===== src/rtl/sweep_pkg.sv =====
`default_nettype none
// ============================================================================
//  Module      : sweep_pkg
//  Description : Shared types and constants for the frequency-sweep scheduler.
//                Build option: SWEEP_EXT_ADV_EN (external dwell advance).
//  Revision    : 1.0 - initial release
// ============================================================================
package sweep_pkg;

    // Power-on divider values for the dual-tone generator.
    localparam logic [15:0] c_fc1_def = 16'd52;
    localparam logic [15:0] c_fc2_def = 16'd1562;

    // Sequencer states.
    typedef enum logic [2:0] {
        IDLE   = 3'd0,
        LOAD   = 3'd1,
        SETTLE = 3'd2,
        DWELL  = 3'd3,
        DONE   = 3'd4
    } state_t;

    // One table entry: high-tone and low-tone divider pair.
    typedef struct packed {
        logic [15:0] fc1;
        logic [15:0] fc2;
    } entry_t;

endpackage
`default_nettype wire


===== src/rtl/sweep_ctrl_if.sv =====
`default_nettype none
// ============================================================================
//  Module      : sweep_ctrl_if
//  Description : Control, configuration and generator-facing signals of the
//                sweep scheduler. SWEEP_EXT_ADV_EN adds the 'adv' input.
//  Revision    : 1.0 - initial release
// ============================================================================
interface sweep_ctrl_if #(
    parameter int AW      = 3,
    parameter int DWELL_W = 24
);
    // Sweep control
    logic               start;
    logic               abort;
    logic               loop_en;
    logic [AW-1:0]      last_idx;
    logic [DWELL_W-1:0] dwell_len;
`ifdef SWEEP_EXT_ADV_EN
    logic               adv;
`endif

    // Table configuration
    logic               cfg_we;
    logic [AW-1:0]      cfg_addr;
    logic [15:0]        cfg_fc1;
    logic [15:0]        cfg_fc2;

    // Generator and capture side
    logic [15:0]        fre_cnt1;
    logic [15:0]        fre_cnt2;
    logic               gen_rst;
    logic               step_valid;
    logic [AW-1:0]      step_idx;
    logic               busy;
    logic               done;

    // Host / test side: drives control and configuration.
    modport master (
        output start, abort, loop_en, last_idx, dwell_len,
               cfg_we, cfg_addr, cfg_fc1, cfg_fc2,
`ifdef SWEEP_EXT_ADV_EN
        output adv,
`endif
        input  fre_cnt1, fre_cnt2, gen_rst, step_valid, step_idx, busy, done
    );

    // Scheduler side.
    modport slave (
        input  start, abort, loop_en, last_idx, dwell_len,
               cfg_we, cfg_addr, cfg_fc1, cfg_fc2,
`ifdef SWEEP_EXT_ADV_EN
        input  adv,
`endif
        output fre_cnt1, fre_cnt2, gen_rst, step_valid, step_idx, busy, done
    );

endinterface
`default_nettype wire


===== src/rtl/sweep_table.sv =====
`default_nettype none
// ============================================================================
//  Module      : sweep_table
//  Description : DEPTH x 32 divider-pair register file. One synchronous write
//                port, one asynchronous read port. Reset restores defaults.
//  Revision    : 1.0 - initial release
// ============================================================================
module sweep_table
    import sweep_pkg::*;
#(
    parameter int          DEPTH   = 8,
    parameter int          AW      = 3,
    parameter logic [15:0] FC1_DEF = c_fc1_def,
    parameter logic [15:0] FC2_DEF = c_fc2_def
) (
    input  logic          clk_in,
    input  logic          reset_p,
    input  logic          we,
    input  logic [AW-1:0] waddr,
    input  entry_t        wdata,
    input  logic [AW-1:0] raddr,
    output entry_t        rdata
);

    localparam entry_t c_def_entry = '{fc1: FC1_DEF, fc2: FC2_DEF};

    entry_t r_mem [DEPTH];

    // Storage: every entry returns to the default pair on reset.
    always_ff @(posedge clk_in or posedge reset_p) begin
        if (reset_p) begin
            for (int i = 0; i < DEPTH; i++) begin
                r_mem[i] <= c_def_entry;
            end
        end else if (we) begin
            r_mem[waddr] <= wdata;
        end
    end

    // Combinational read so LOAD can register the entry in one cycle.
    assign rdata = r_mem[raddr];

endmodule
`default_nettype wire


===== src/rtl/sweep_ctrl.sv =====
`default_nettype none
// ============================================================================
//  Module      : sweep_ctrl
//  Description : Frequency-sweep scheduler for the dual-tone test generator.
//                Steps through a table of divider pairs, pulsing gen_rst for
//                SETTLE_CYC cycles per step, then opening a step_valid capture
//                window. Single-shot or looping.
//                Build option SWEEP_EXT_ADV_EN: the capture window ends on the
//                first cycle 'adv' is high instead of on a dwell count.
//  Revision    : 1.0 - initial release
// ============================================================================
module sweep_ctrl
    import sweep_pkg::*;
#(
    parameter int          DEPTH      = 8,
    parameter int          DWELL_W    = 24,
    parameter int          SETTLE_CYC = 4,
    parameter logic [15:0] FC1_DEF    = c_fc1_def,
    parameter logic [15:0] FC2_DEF    = c_fc2_def
) (
    input  logic        clk_in,
    input  logic        reset_p,
    sweep_ctrl_if.slave bus
);

    localparam int c_aw  = $clog2(DEPTH);
    // Settle counter counts SETTLE_CYC-1 down to 0.
    localparam int c_scw = (SETTLE_CYC > 1) ? $clog2(SETTLE_CYC) : 1;
    localparam logic [c_scw-1:0] c_settle_ld = c_scw'(SETTLE_CYC - 1);

    state_t             r_state;
    logic [15:0]        r_fc1;
    logic [15:0]        r_fc2;
    logic               r_gen_rst;
    logic               r_step_valid;
    logic [c_aw-1:0]    r_step_idx;
    logic               r_busy;
    logic               r_done;
    logic               r_loop;
    logic [c_aw-1:0]    r_last;
    logic [c_scw-1:0]   r_settle_cnt;
`ifndef SWEEP_EXT_ADV_EN
    logic [DWELL_W-1:0] r_dwell_m1;
    logic [DWELL_W-1:0] r_dwell_cnt;
    logic [DWELL_W-1:0] w_dwell_m1;
`endif

    logic               w_start_ok;
    logic               w_tab_we;
    logic               w_dwell_end;
    entry_t             w_wdata;
    entry_t             w_rdata;

    // Abort in IDLE suppresses a simultaneous start.
    assign w_start_ok = bus.start && !bus.abort;

    // Table is frozen for the whole sweep so the running sequence is stable.
    assign w_tab_we   = bus.cfg_we && !r_busy;
    assign w_wdata    = '{fc1: bus.cfg_fc1, fc2: bus.cfg_fc2};

`ifdef SWEEP_EXT_ADV_EN
    assign w_dwell_end = bus.adv;
`else
    // A zero dwell length behaves as a single-cycle window.
    assign w_dwell_m1  = (bus.dwell_len == '0) ? '0 : (bus.dwell_len - 1'b1);
    assign w_dwell_end = (r_dwell_cnt == '0);
`endif

    sweep_table #(
        .DEPTH   (DEPTH),
        .AW      (c_aw),
        .FC1_DEF (FC1_DEF),
        .FC2_DEF (FC2_DEF)
    ) u_table (
        .clk_in  (clk_in),
        .reset_p (reset_p),
        .we      (w_tab_we),
        .waddr   (bus.cfg_addr),
        .wdata   (w_wdata),
        .raddr   (r_step_idx),
        .rdata   (w_rdata)
    );

    // Sequencer: walks the table, times settle/dwell windows, owns all outputs.
    always_ff @(posedge clk_in or posedge reset_p) begin
        if (reset_p) begin
            r_state      <= IDLE;
            r_fc1        <= FC1_DEF;
            r_fc2        <= FC2_DEF;
            r_gen_rst    <= 1'b0;
            r_step_valid <= 1'b0;
            r_step_idx   <= '0;
            r_busy       <= 1'b0;
            r_done       <= 1'b0;
            r_loop       <= 1'b0;
            r_last       <= '0;
            r_settle_cnt <= '0;
`ifndef SWEEP_EXT_ADV_EN
            r_dwell_m1   <= '0;
            r_dwell_cnt  <= '0;
`endif
        end else if (bus.abort && (r_state != IDLE)) begin
            // Abort wins over everything; dividers and index are left as-is.
            r_state      <= IDLE;
            r_gen_rst    <= 1'b0;
            r_step_valid <= 1'b0;
            r_busy       <= 1'b0;
            r_done       <= 1'b0;
        end else begin
            r_done <= 1'b0;
            case (r_state)
                IDLE: begin
                    if (w_start_ok) begin
                        r_state    <= LOAD;
                        r_busy     <= 1'b1;
                        r_step_idx <= '0;
                        r_loop     <= bus.loop_en;
                        r_last     <= bus.last_idx;
`ifndef SWEEP_EXT_ADV_EN
                        r_dwell_m1 <= w_dwell_m1;
`endif
                    end
                end

                LOAD: begin
                    r_fc1        <= w_rdata.fc1;
                    r_fc2        <= w_rdata.fc2;
                    r_gen_rst    <= 1'b1;
                    r_settle_cnt <= c_settle_ld;
                    r_state      <= SETTLE;
                end

                SETTLE: begin
                    if (r_settle_cnt == '0) begin
                        r_gen_rst    <= 1'b0;
                        r_step_valid <= 1'b1;
`ifndef SWEEP_EXT_ADV_EN
                        r_dwell_cnt  <= r_dwell_m1;
`endif
                        r_state      <= DWELL;
                    end else begin
                        r_settle_cnt <= r_settle_cnt - 1'b1;
                    end
                end

                DWELL: begin
                    if (w_dwell_end) begin
                        r_step_valid <= 1'b0;
                        if (r_step_idx != r_last) begin
                            r_step_idx <= r_step_idx + 1'b1;
                            r_state    <= LOAD;
                        end else if (r_loop) begin
                            r_step_idx <= '0;
                            r_state    <= LOAD;
                        end else begin
                            // Completion: busy drops together with the done pulse.
                            r_done  <= 1'b1;
                            r_busy  <= 1'b0;
                            r_state <= DONE;
                        end
                    end
`ifndef SWEEP_EXT_ADV_EN
                    else begin
                        r_dwell_cnt <= r_dwell_cnt - 1'b1;
                    end
`endif
                end

                DONE: begin
                    r_state <= IDLE;
                end

                default: begin
                    r_state <= IDLE;
                end
            endcase
        end
    end

    assign bus.fre_cnt1   = r_fc1;
    assign bus.fre_cnt2   = r_fc2;
    assign bus.gen_rst    = r_gen_rst;
    assign bus.step_valid = r_step_valid;
    assign bus.step_idx   = r_step_idx;
    assign bus.busy       = r_busy;
    assign bus.done       = r_done;

endmodule
`default_nettype wire


===== src/flat_wrapper.sv =====
// flat-port wrapper written by rule: the top's interface ports become plain ports
module sweep_ctrl_flat import sweep_pkg::*;
#(
    parameter int          DEPTH      = 8,
    parameter int          DWELL_W    = 24,
    parameter int          SETTLE_CYC = 4,
    parameter logic [15:0] FC1_DEF    = c_fc1_def,
    parameter logic [15:0] FC2_DEF    = c_fc2_def
)
  (clk_in, reset_p, bus_start, bus_abort, bus_loop_en, bus_last_idx, bus_dwell_len, bus_cfg_we, bus_cfg_addr, bus_cfg_fc1, bus_cfg_fc2, bus_fre_cnt1, bus_fre_cnt2, bus_gen_rst, bus_step_valid, bus_step_idx, bus_busy, bus_done);
  sweep_ctrl_if #(.AW((3)), .DWELL_W(DWELL_W)) bus_i ();
  input  logic clk_in;
  input  logic reset_p;
  input wire logic [$bits(bus_i.start)-1:0] bus_start;
  input wire logic [$bits(bus_i.abort)-1:0] bus_abort;
  input wire logic [$bits(bus_i.loop_en)-1:0] bus_loop_en;
  input wire logic [$bits(bus_i.last_idx)-1:0] bus_last_idx;
  input wire logic [$bits(bus_i.dwell_len)-1:0] bus_dwell_len;
  input wire logic [$bits(bus_i.cfg_we)-1:0] bus_cfg_we;
  input wire logic [$bits(bus_i.cfg_addr)-1:0] bus_cfg_addr;
  input wire logic [$bits(bus_i.cfg_fc1)-1:0] bus_cfg_fc1;
  input wire logic [$bits(bus_i.cfg_fc2)-1:0] bus_cfg_fc2;
  output wire logic [$bits(bus_i.fre_cnt1)-1:0] bus_fre_cnt1;
  output wire logic [$bits(bus_i.fre_cnt2)-1:0] bus_fre_cnt2;
  output wire logic [$bits(bus_i.gen_rst)-1:0] bus_gen_rst;
  output wire logic [$bits(bus_i.step_valid)-1:0] bus_step_valid;
  output wire logic [$bits(bus_i.step_idx)-1:0] bus_step_idx;
  output wire logic [$bits(bus_i.busy)-1:0] bus_busy;
  output wire logic [$bits(bus_i.done)-1:0] bus_done;
  assign bus_i.start = bus_start;
  assign bus_i.abort = bus_abort;
  assign bus_i.loop_en = bus_loop_en;
  assign bus_i.last_idx = bus_last_idx;
  assign bus_i.dwell_len = bus_dwell_len;
  assign bus_i.cfg_we = bus_cfg_we;
  assign bus_i.cfg_addr = bus_cfg_addr;
  assign bus_i.cfg_fc1 = bus_cfg_fc1;
  assign bus_i.cfg_fc2 = bus_cfg_fc2;
  assign bus_fre_cnt1 = bus_i.fre_cnt1;
  assign bus_fre_cnt2 = bus_i.fre_cnt2;
  assign bus_gen_rst = bus_i.gen_rst;
  assign bus_step_valid = bus_i.step_valid;
  assign bus_step_idx = bus_i.step_idx;
  assign bus_busy = bus_i.busy;
  assign bus_done = bus_i.done;
  sweep_ctrl #(.DEPTH(DEPTH), .DWELL_W(DWELL_W), .SETTLE_CYC(SETTLE_CYC), .FC1_DEF(FC1_DEF), .FC2_DEF(FC2_DEF)) u_core (.clk_in(clk_in), .reset_p(reset_p), .bus(bus_i));
endmodule

===== config.mk =====
export PLATFORM = sky130hd
export DESIGN_NAME = sweep_ctrl_flat
export DESIGN_NICKNAME = d
export VERILOG_FILES = /design/src/rtl/sweep_pkg.sv /design/src/rtl/sweep_ctrl_if.sv /design/src/rtl/sweep_table.sv /design/src/rtl/sweep_ctrl.sv /design/src/flat_wrapper.sv
export SDC_FILE = /design/constraint.sdc
export NUM_CORES = 1
export LEC_CHECK = 0
export BUFFER_PORTS_ARGS = -buffer_cell sky130_fd_sc_hd__buf_2
export CAP_MARGIN = 20
export CORE_ASPECT_RATIO = 1.25
export CORE_MARGIN = 2
export CORE_UTILIZATION = 26
export DETAILED_ROUTE_END_ITERATION = 8
export GPL_TIMING_DRIVEN = 0
export SYNTH_ARGS = -nofsm -noshare
export SYNTH_HDL_FRONTEND = slang
export SYNTH_SLANG_ARGS = --single-unit

===== constraint.sdc =====
create_clock -name clk_in -period 20.6 [get_ports clk_in]
set_input_delay 1.03 -clock clk_in [delete_from_list [all_inputs] [get_ports clk_in]]
set_output_delay 1.03 -clock clk_in [all_outputs]
set_load 0.03 [all_outputs]

==> results.yml, run 1 <==
detailed_routing:
  drt-wirelength-per-cell_um: 18.7
  route.vias.total: 10691
  ant_nets: 0
  first_iter_violations: 705
  wirelength_um: 41800
  drc_errors: 0
  drtPass1Iterations: 5
  via_per_inst: 4.79
power:
  p_leak_uw: 0.00776
  power_uw: 2630
  powerDensity_nw_per_um2: 136
  vdd_drop_max_mv: 0.0634
clock_tree:
  clk_pin_slew_worst_paths_ns: 0.06
  clock-sinks: 352
  cts_buffer_depth: 3
  htreeDepth: 2
  clock_latency_ns: 0.57
  cts_tree: "done"
  numCtsBuffers: 41
  ctsRootBufferMaster: "clkbuf_16"
  cts_setup_buffers: 0
  ctsHoldBuffers: 0
  cts_resized: 0
yosys:
  synth.area.top_cells: "dfrtp_1 43%, mux2_2 18%, dfstp_2 12%"
  synth_area_per_cell_um2: 13.5
  synth_top_area_cell: "dfrtp_1"
  ys_ff_latch: 352
  synthCells: 1215
  syn-cell-area_um2: 16400
  yosysWarnings: 0
  synth_cell_types: 58
  synth_nets: 1289
  yosysSeqAreaShare_pct: 54.3
  async_flop_share_pct: 100
  synth_most_common_cell: "dfrtp_1"
  synth_edf_count: 0
  synthFlopType: "dfrtp_1"
  synthTopCellsByCount: "280 x dfrtp_1, 261 x mux2_2, 72 x dfstp_2, 72 x nor2_1, 64 x mux4_2"
  synth_top_area_share_pct: 42.8
sta:
  relSlewSlack_pct: 28.1
  finalCritPeriodShare_pct: 13.5
  slew_viol_final: 0
  fmax_mhz: 358
  skew_ns: 0.0247
  period_minus_slack_ns: 2.79
  setup_viol: 0
  rsz0062_at_grt: "no"
  tns_ns: 0
  hold_viol: 0
  tightest_slew_ns: 1.08
cells_and_area:
  multi_input_area_um2: 7130
  nets: 1440
  drive_gt1_share_pct: 41.9
  area_growth_pct: 18.4
  ff_latch_area_um2: 8900
  fillers: 6270
setup_path:
  critPathLaunchType: "flop"
  crit_path_end_kind: "flop"
  cp_max_fo: 10
  cp_slowest_cell: "nor4_1"
  crit_path_cell_trace: "nor4_1, nand4_1, nor4_4, or2_1, buf_4, buf_4, o21ai_0"
  critPathRequiredTime_ns: 21.02
  crit_arrival_ns: 3.21
  max_stage_delay_ns: 0.68
  worstSetupPathType: "reg2reg"
  crit_buf_inv: 2
  crit_top_cell: "buf_4"
  cp_top_family: "simple AND/OR/NAND/NOR gates"
die:
  core-area_um2: 62200
  die_w_um: 229
  die_h_um: 285
  initial_core_util_pct: 26.4
  placementRows: 102
  die_area_um2: 65100
  io_pins: 107
placed_design:
  hpwlAfterDp_um: 28700
  portBuffers: 103
  place.gp.congestion: 0.888
global_route:
  grt_pass1_vias: 11356
  antenna_found_initial: 7
  grt.overflow.total: 0
  grt_util_all_layers_pct: 12.9
  grt_max_degree: 132
  grt_pass1_wl_um: 66400
min_path:
  worstHoldPathType: "reg2reg"
flow_run:
  drv_cap: 0
outcome:
  status: "complete, no violations"
-- kinds of logic (layout without fill, tap and decap cells) --
| group | Yosys count | in the layout | share of synthesized area, % |
|---|---|---|---|
| compound gates | 156 | 156 | 5.79 |
| fa+ha+maj | 6 | 6 | 0.458 |
| xor+xnor | 24 | 24 | 1.28 |
| simple gates | 226 | 226 | 7.12 |
| mux | 359 | 359 | 28.8 |
| buf+inv | 92 | 275 | 2.24 |
| other cells | 0 | 1 | 0 |
| flops | 352 | 352 | 54.3 |
-- worst paths after layout --
kind / startpoint / endpoint / slack [ns] / depth (start not counted)
max in group asynchronous: reset_p / u_core.r_dwell_cnt[18]$_DFFE_PP0P_ / 18.76 / 3
min reg2reg: u_core.r_dwell_m1[10]$_DFFE_PP0P_ / u_core.r_dwell_m1[10]$_DFFE_PP0P_ / 0.48 / 2
min in group asynchronous: reset_p / u_core.u_table.r_mem[59]$_DFFE_PP0P_ / 0.64 / 2
min: u_core.r_dwell_m1[10]$_DFFE_PP0P_ / u_core.r_dwell_m1[10]$_DFFE_PP0P_ / 0.48 / 2
max reg2reg: u_core.r_dwell_cnt[3]$_DFFE_PP0P_ / u_core.r_dwell_cnt[3]$_DFFE_PP0P_ / 17.81 / 7
max: u_core.r_dwell_cnt[3]$_DFFE_PP0P_ / u_core.r_dwell_cnt[3]$_DFFE_PP0P_ / 17.81 / 7
-- tightest hold or removal path, stage by stage (launching register included) --
cell and delay (ns):
dfrtp_1 0.34, nand2_1 0.05, o21ai_0 0.06
-- per-layer routing --
metal	wire length (µm)	global-route usage, %	part of all wire, %	up-vias
li1	-	-	-	4808
met3	1950	2.41	4.7	65
met4	756	3.56	1.8	4
met2	21100	22.7	50	241
met5	22	0	0.053	-
met1	18000	16.2	43	5573
-- metrics by stage --
step	hold slack, ns	util [%]	worst slack [ns]	cell area [µm²]	std cells
after floorplan	0.445	-	9.93	16400	1215
after global placement	0.470	28.9	6.57	17900	2150
final	0.482	31.2	17.81	19400	2231
after global routing	0.513	31.2	17.59	19400	2230
after CTS	0.491	31.2	17.81	19400	2228
after detailed placement	0.478	29.0	17.30	18000	2153
-- cell type report --
cell class | count | area share (%)
Buffer | 79 | 1.64
Clock inverter | 11 | 0.729
Tap cell | 832 | 5.37
Clock buffer | 64 | 6.20
Sequential cell | 352 | 45.9
Multi-Input combinational cell | 771 | 36.7
Antenna cell | 1 | 0.0129
Inverter | 13 | 0.290
Timing Repair Buffer | 108 | 3.13
-- sequential cells by signal, indices dropped and copies added (netlist names) --
signal,flops
u_core.r_last,3
u_core.r_dwell_cnt,24
u_core.bus.fre_cnt1,16
u_core.r_state,3
u_core.bus.fre_cnt2,16
u_core.u_table.r_mem,256
u_core.bus.done,1
u_core.r_dwell_m1,24
u_core.bus.busy,1
u_core.bus.step_idx,3
u_core.bus.gen_rst,1
u_core.bus.step_valid,1
u_core.r_loop,1
u_core.r_settle_cnt,2
-- report_power, final --
group / total, µW / internal [µW] / switching [µW]
logic: 681 / 364 / 317
registers: 1230 / 1050 / 179
clock network: 716 / 418 / 297
-- cell usage in the layout, fill, tap and decap left out, drive strengths merged, types with 6 or more instances in the layout --
cell type / netlist / routed
nor3: 34 / 34
inv: 13 / 14
mux2: 261 / 261
mux2i: 34 / 34
nand3: 10 / 10
a21oi: 54 / 54
ha: 6 / 6
dfstp: 72 / 72
xor2: 6 / 6
or4: 9 / 9
dfrtp: 280 / 280
nor3b: 7 / 7
buf: 26 / 134
nand4: 7 / 7
o31ai: 14 / 14
a31oi: 7 / 7
nand2: 39 / 39
nor4: 18 / 18
or3: 9 / 9
nor2: 72 / 72
o21ai: 43 / 43
clkbuf: 53 / 117
a2bb2oi: 7 / 7
mux4: 64 / 64
xnor2: 18 / 18
(Power assumes the default switching activity.)
==> run 2, diff against run 1 <==
==> constraint.sdc (replaced) <==
create_clock -name clk_in -period 2.91 [get_ports clk_in]
set_input_delay 0.1455 -clock clk_in [delete_from_list [all_inputs] [get_ports clk_in]]
set_output_delay 0.1455 -clock clk_in [all_outputs]
set_load 0.03 [all_outputs]
==> results.yml, run 2 (same netlist as run 1, synthesis figures left out) <==
cells_and_area:
  ff_latch_area_um2: 8900
  layout.cells.non_filler: 2300
  antenna_cells: 0
  top_regs: "u_core.u_table.r_mem x256, u_core.r_dwell_cnt x24, u_core.r_dwell_m1 x24"
  utilization_pct: 32.4
  regMostFlops: "u_core.u_table.r_mem"
  fillers: 6199
  finalInstanceArea_um2: 20100
  mostFrequentLayoutCells: "280 x dfrtp_1, 261 x mux2_2, 109 x buf_2"
  multi_input_area_um2: 7140
  largest_register_ffs: 256
  mostFrequentLayoutCell: "dfrtp_1"
  drive_gt1_share_pct: 40.7
  nets: 1512
  area_growth_pct: 22.7
detailed_routing:
  wl_met3_um: 2120
  routed.top_layer: "met5"
  wirelength_met1_um: 18400
  drtPass1Iterations: 5
  wirelength_um: 42600
  via_per_inst: 4.76
  drc_errors: 0
  drt-wirelength-per-cell_um: 18.5
  wl_met2_um: 20800
  first_iter_violations: 597
  ant_nets: 0
  route.vias.total: 10955
power:
  p_switching_uw: 5600
  pwr-share-seq_pct: 47.1
  powerDensity_nw_per_um2: 923
  clkPwrFrac_pct: 26.5
  p_leak_uw: 0.00807
  p_sw_share_pct: 30.2
  p_int_uw: 13000
  vdd_drop_max_mv: 0.485
  combPwrFrac_pct: 26.4
min_path:
  worstHoldPathType: "in2reg"
global_route:
  grt_pass1_wl_um: 67900
  grt_util_all_layers_pct: 13.3
  grt.overflow.total: 0
  grt_max_degree: 46
  grt_pass1_vias: 11625
  antenna_found_initial: 3
sta:
  slew_viol_final: 0
  finalCritPeriodShare_pct: 96.8
  rsz0062_at_grt: "no"
  period_minus_slack_ns: 2.82
  relSlewSlack_pct: 32.1
  fmax_mhz: 355
  hold_viol: 0
  setup_viol: 0
  skew_ns: 0.0165
  tightest_slew_ns: 1.02
clock_tree:
  clock-sinks: 352
  ctsRootBufferMaster: "clkbuf_16"
  htreeDepth: 2
  cts_tree: "done"
  clk_pin_slew_worst_paths_ns: 0.06
  cts_buffer_depth: 3
  clock_latency_ns: 0.56
  numCtsBuffers: 41
setup_path:
  crit_arrival_ns: 3.25
  worstSetupPathType: "reg2reg"
  reg2reg_setup_slack_ns: 0.09
  cp_max_fo: 10
  cp-startpoint: "u_core.bus.busy$_DFFE_PP0P_"
  crit_path_end_kind: "flop"
  cp-endpoint: "u_core.u_table.r_mem[141]$_DFFE_PP0P_"
  reg2reg_from: "u_core.bus.busy$_DFFE_PP0P_"
  critPathRequiredTime_ns: 3.34
  critPathLaunchType: "flop"
  r2r-end: "u_core.u_table.r_mem[141]$_DFFE_PP0P_"
  rr_worst_depth: 4
placed_design:
  dp_cells: 2160
  portBuffers: 103
  place.gp.congestion: 0.882
  placed_area_um2: 18100
  hpwlAfterDp_um: 29300
die:
  initial_core_util_pct: 26.4
  io_pins: 107
  placementRows: 102
  core-area_um2: 62200
  die_w_um: 229
  die_h_um: 285
  die_area_um2: 65100
outcome:
  status: "complete, no violations"
flow_run:
  drv_cap: 0
==> run 2: cell types whose count changed in the layout (fill, tap and decap cells not counted), moves of 2 or more <==
cell / previous run / this run
clkinv_2: 3 / 6
buf_12: 0 / 9
buf_16: 2 / 0
clkbuf_8: 9 / 7
clkbuf_1: 67 / 65
buf_4: 3 / 6
dlygate4sd3_1: 0 / 62
==> run 2: layout make-up <==
class,instances,area share (%)
inverter,13,0.261
tap,832,5.18
clock buffer,61,5.93
sequential,352,44.2
multi-input combinational,771,35.5
clock inverter,12,0.479
buffer,79,1.59
timing repair buffer,180,6.82
==> run 2: critical path, stage by stage, from the launching register on <==
cell and delay (ns):
dfrtp_1 0.52, nand3b_1 0.29, nor3b_1 0.78, clkbuf_1 0.68
mux2_2 0.41
==> run 2: layer usage <==
metal | GRT usage, % | up-vias
met5 | 0 | -
met3 | 2.60 | 82
li1 | - | 4953
met2 | 22.5 | 274
met1 | 16.9 | 5640
met4 | 4.44 | 6
==> run 2: worst min path at each step <==
| stage | startpoint | endpoint | slack [ns] | cells past startpoint |
|---|---|---|---|---|
| after floorplan | bus_dwell_len[0] | u_core.r_dwell_m1[0]$_DFFE_PP0P_ | 0.26 | 1 |
| after global placement | bus_last_idx[2] | u_core.r_last[2]$_DFFE_PP0P_ | 0.38 | 2 |
| after detailed placement | reset_p | u_core.bus.fre_cnt1[11]$_DFFE_PP0P_ | 0.23 | 2 |
| after CTS | bus_dwell_len[1] | u_core.r_dwell_m1[1]$_DFFE_PP0P_ | 0.006 | 4 |
| after global routing | bus_dwell_len[1] | u_core.r_dwell_m1[23]$_DFFE_PP0P_ | 0.07 | 4 |
| final | bus_dwell_len[1] | u_core.r_dwell_m1[1]$_DFFE_PP0P_ | 0.03 | 4 |
==> run 2: what timing repair did <==
item,CTS,global route
hold buffers,62,0
buffers inserted,0,3
hold endpoints to repair,307,0
gates resized for setup,0,2
endpoints found under the setup margin,0,21
==> run 2: through the flow <==
stage / total power, µW / setup WS [ns] / hold slack, ns / TNS, ns
finish: 18600 / 0.0936 / 0.0341 / 0
global route: 19700 / 0.0147 / 0.0713 / 0
global placement: 13300 / -3.79 / 0.382 / -1213.92
floorplan: 12200 / -1.89 / 0.257 / -574.44
CTS: 18700 / 0.0314 / 0.00574 / 0
detailed placement: 13700 / 0.0435 / 0.233 / 0
==> run 2: power by group through the flow <==
stage	Sequential (µW)	Combinational (µW)	Clock [µW]
6_report	8750	4890	4920
5_1_grt	9040	5370	5280
4_1_cts	8730	4960	5060
3_5_place_dp	8800	4870	0
3_3_place_gp	8650	4690	0
2_1_floorplan	8860	3330	0
==> run 3, diff against run 2 <==
--- a/config.mk
+++ b/config.mk
@@ -12,6 +12,8 @@
 export CORE_UTILIZATION = 26
 export DETAILED_ROUTE_END_ITERATION = 8
 export GPL_TIMING_DRIVEN = 0
+export PLACE_DENSITY = 0.43
+export SETUP_SLACK_MARGIN = 0.15
 export SYNTH_ARGS = -nofsm -noshare
 export SYNTH_HDL_FRONTEND = slang
 export SYNTH_SLANG_ARGS = --single-unit
==> results.yml, run 3 (same netlist as run 1, synthesis figures left out) <==
outcome:
  status: "complete, no violations"
global_route:
  antenna_found_initial: 3
  grt_util_all_layers_pct: 14.3
  grt_pass1_wl_um: 72200
  grt.overflow.total: 0
  grt_pass1_vias: 11581
  grt_max_degree: 44
min_path:
  worstHoldPathCells: 4
  worstHoldPathType: "in2reg"
  whs_endpoint: "u_core.r_state[0]$_DFFE_PP0P_"
  hp-start: "bus_start"
clock_tree:
  clock-sinks: 352
  clock_latency_ns: 0.56
  ctsRootBufferMaster: "clkbuf_16"
  cts_buffer_depth: 3
  cts_setup_buffers: 0
  clk_pin_slew_worst_paths_ns: 0.06
  numCtsBuffers: 40
  cts_tree: "done"
  htreeDepth: 2
sta:
  hold_slack_ns: 0.0779
  hold_viol: 0
  slew_viol_final: 0
  fin_ws_ns: 0.136
  fmax_mhz: 360
  skew_ns: 0.0141
  setup_viol: 0
  tightest_slew_ns: 1.04
  period_minus_slack_ns: 2.77
  rsz0062_at_grt: "yes"
  finalCritPeriodShare_pct: 95.3
  relSlewSlack_pct: 30.9
die:
  die_area_um2: 65100
  initial_core_util_pct: 26.4
  core-area_um2: 62200
  placementRows: 102
  die_h_um: 285
  io_pins: 107
  die_w_um: 229
placed_design:
  placed_area_um2: 18200
  dp_cells: 2164
  place_ws_ns: -0.0853
  portBuffers: 103
  place.gp.congestion: 0.765
  hpwlAfterDp_um: 32100
power:
  p_int_uw: 13400
  p_sw_share_pct: 29.5
  power_uw: 19000
  powerDensity_nw_per_um2: 936
  vdd_drop_max_mv: 0.419
  combPwrFrac_pct: 25.8
  p_leak_uw: 0.00819
  pwr-share-seq_pct: 45.9
  clkPwrFrac_pct: 28.3
  p_switching_uw: 5600
setup_path:
  crit_path_cell_trace: "nand3b_1, nor3b_1, buf_1, mux2_2"
  reg2reg_setup_slack_ns: 0.14
  cp_slowest_cell: "nor3b_1"
  critPathRequiredTime_ns: 3.34
  critPathLaunchType: "flop"
  crit_arrival_ns: 3.21
  worstSetupPathType: "reg2reg"
  r2r-end: "u_core.u_table.r_mem[133]$_DFFE_PP0P_"
  reg2reg_from: "u_core.bus.busy$_DFFE_PP0P_"
  rr_worst_depth: 4
  max_stage_delay_ns: 0.72
  crit_path_end_kind: "flop"
  cp_max_fo: 10
cells_and_area:
  area_growth_pct: 24.0
  largest_register_ffs: 256
  mostFrequentLayoutCell: "dfrtp_1"
  mostFrequentLayoutCells: "280 x dfrtp_1, 261 x mux2_2, 108 x buf_2"
  top_regs: "u_core.u_table.r_mem x256, u_core.r_dwell_cnt x24, u_core.r_dwell_m1 x24"
  drive_gt1_share_pct: 41.7
  finalInstanceArea_um2: 20300
  nets: 1511
  regMostFlops: "u_core.u_table.r_mem"
  layout.cells.non_filler: 2304
detailed_routing:
  route.vias.total: 10860
  via_per_inst: 4.71
  wirelength_um: 46200
  first_iter_violations: 514
  drc_errors: 0
  ant_nets: 0
  drt-wirelength-per-cell_um: 20.0
  drtPass1Iterations: 4
flow_run:
  drv_cap: 0
run 3: changes by cell type in the layout (fill, tap and decap cells not counted), moves of 3 or more:
cell,delta
clkbuf_8,+6
clkbuf_1,-11
buf_4,-3
clkbuf_2,+9
diode_2,+3
bufinv_16,+4
clkinv_2,-4
inv_6,+3
clkinvlp_4,-4
run 3: area by class of cell:
class,instances,area [µm²]
Antenna cell,3,7.51
Buffer,79,343
Clock buffer,64,1240
Clock inverter,10,165
Fill cell,6255,41800
Inverter,13,52.6
Multi-Input combinational cell,771,7160
Sequential cell,352,8900
Tap cell,832,1040
Timing Repair Buffer,180,1410
run 3: metal layers:
metal / share of wire (%) / global-route usage [%]
met3: 3.8 / 2.60
met5: 0.015 / 0
met4: 2.4 / 4.41
met1: 45 / 19.1
met2: 48 / 23.7
run 3: metrics by stage:
step                      util, %  setup TNS (ns)
final                        32.7               0
after CTS                    32.6               0
after floorplan                 -         -574.44
after detailed placement     29.3          -0.194
after global routing         32.7               0
after global placement       28.9        -1387.47
run 3: worst max path at each step:
| stage | startpoint | end | slack [ns] | cells after the start |
|---|---|---|---|---|
| floorplan | reset_p | u_core.bus.busy$_DFFE_PP0P_ | -1.89 | 1 |
| global route | u_core.bus.busy$_DFFE_PP0P_ | u_core.u_table.r_mem[133]$_DFFE_PP0P_ | 0.01 | 4 |
| detailed placement | u_core.bus.step_idx[1]$_DFFE_PP0P_ | u_core.bus.fre_cnt1[1]$_DFFE_PP0P_ | -0.09 | 5 |
| global placement | reset_p | u_core.bus.fre_cnt1[6]$_DFFE_PP0P_ | -4.28 | 2 |
| finish | u_core.bus.busy$_DFFE_PP0P_ | u_core.u_table.r_mem[133]$_DFFE_PP0P_ | 0.14 | 4 |
| CTS | u_core.bus.busy$_DFFE_PP0P_ | u_core.u_table.r_mem[144]$_DFFE_PP0P_ | 0.09 | 4 |
run 3: power by group through the flow:
stage                     combinational [µW]  clock, µW  sequential [µW]
after floorplan                         3330          0             8860
after global placement                  4750          0             8710
after detailed placement                4900          0             8800
after CTS                               4990       5580             8720
after global routing                    5380       5750             9010
final                                   4910       5380             8720
run 3: worst max-delay path, delay by kind of cell (launching register included):
| family | cells | cell delay, ns |
|---|---|---|
| muxes | 1 | 0.41 |
| DFF | 1 | 0.51 |
| and+or+nand+nor | 2 | 1.02 |
| buffers and inverters | 1 | 0.69 |
run 3: what timing repair did:
item | 4_1_cts | 5_1_grt
hold endpoints to repair | 332 | 0
gates resized for setup | 9 | 15
pin swaps | 0 | 1
hold buffers | 62 | 0
setup endpoints to repair | 81 | 92
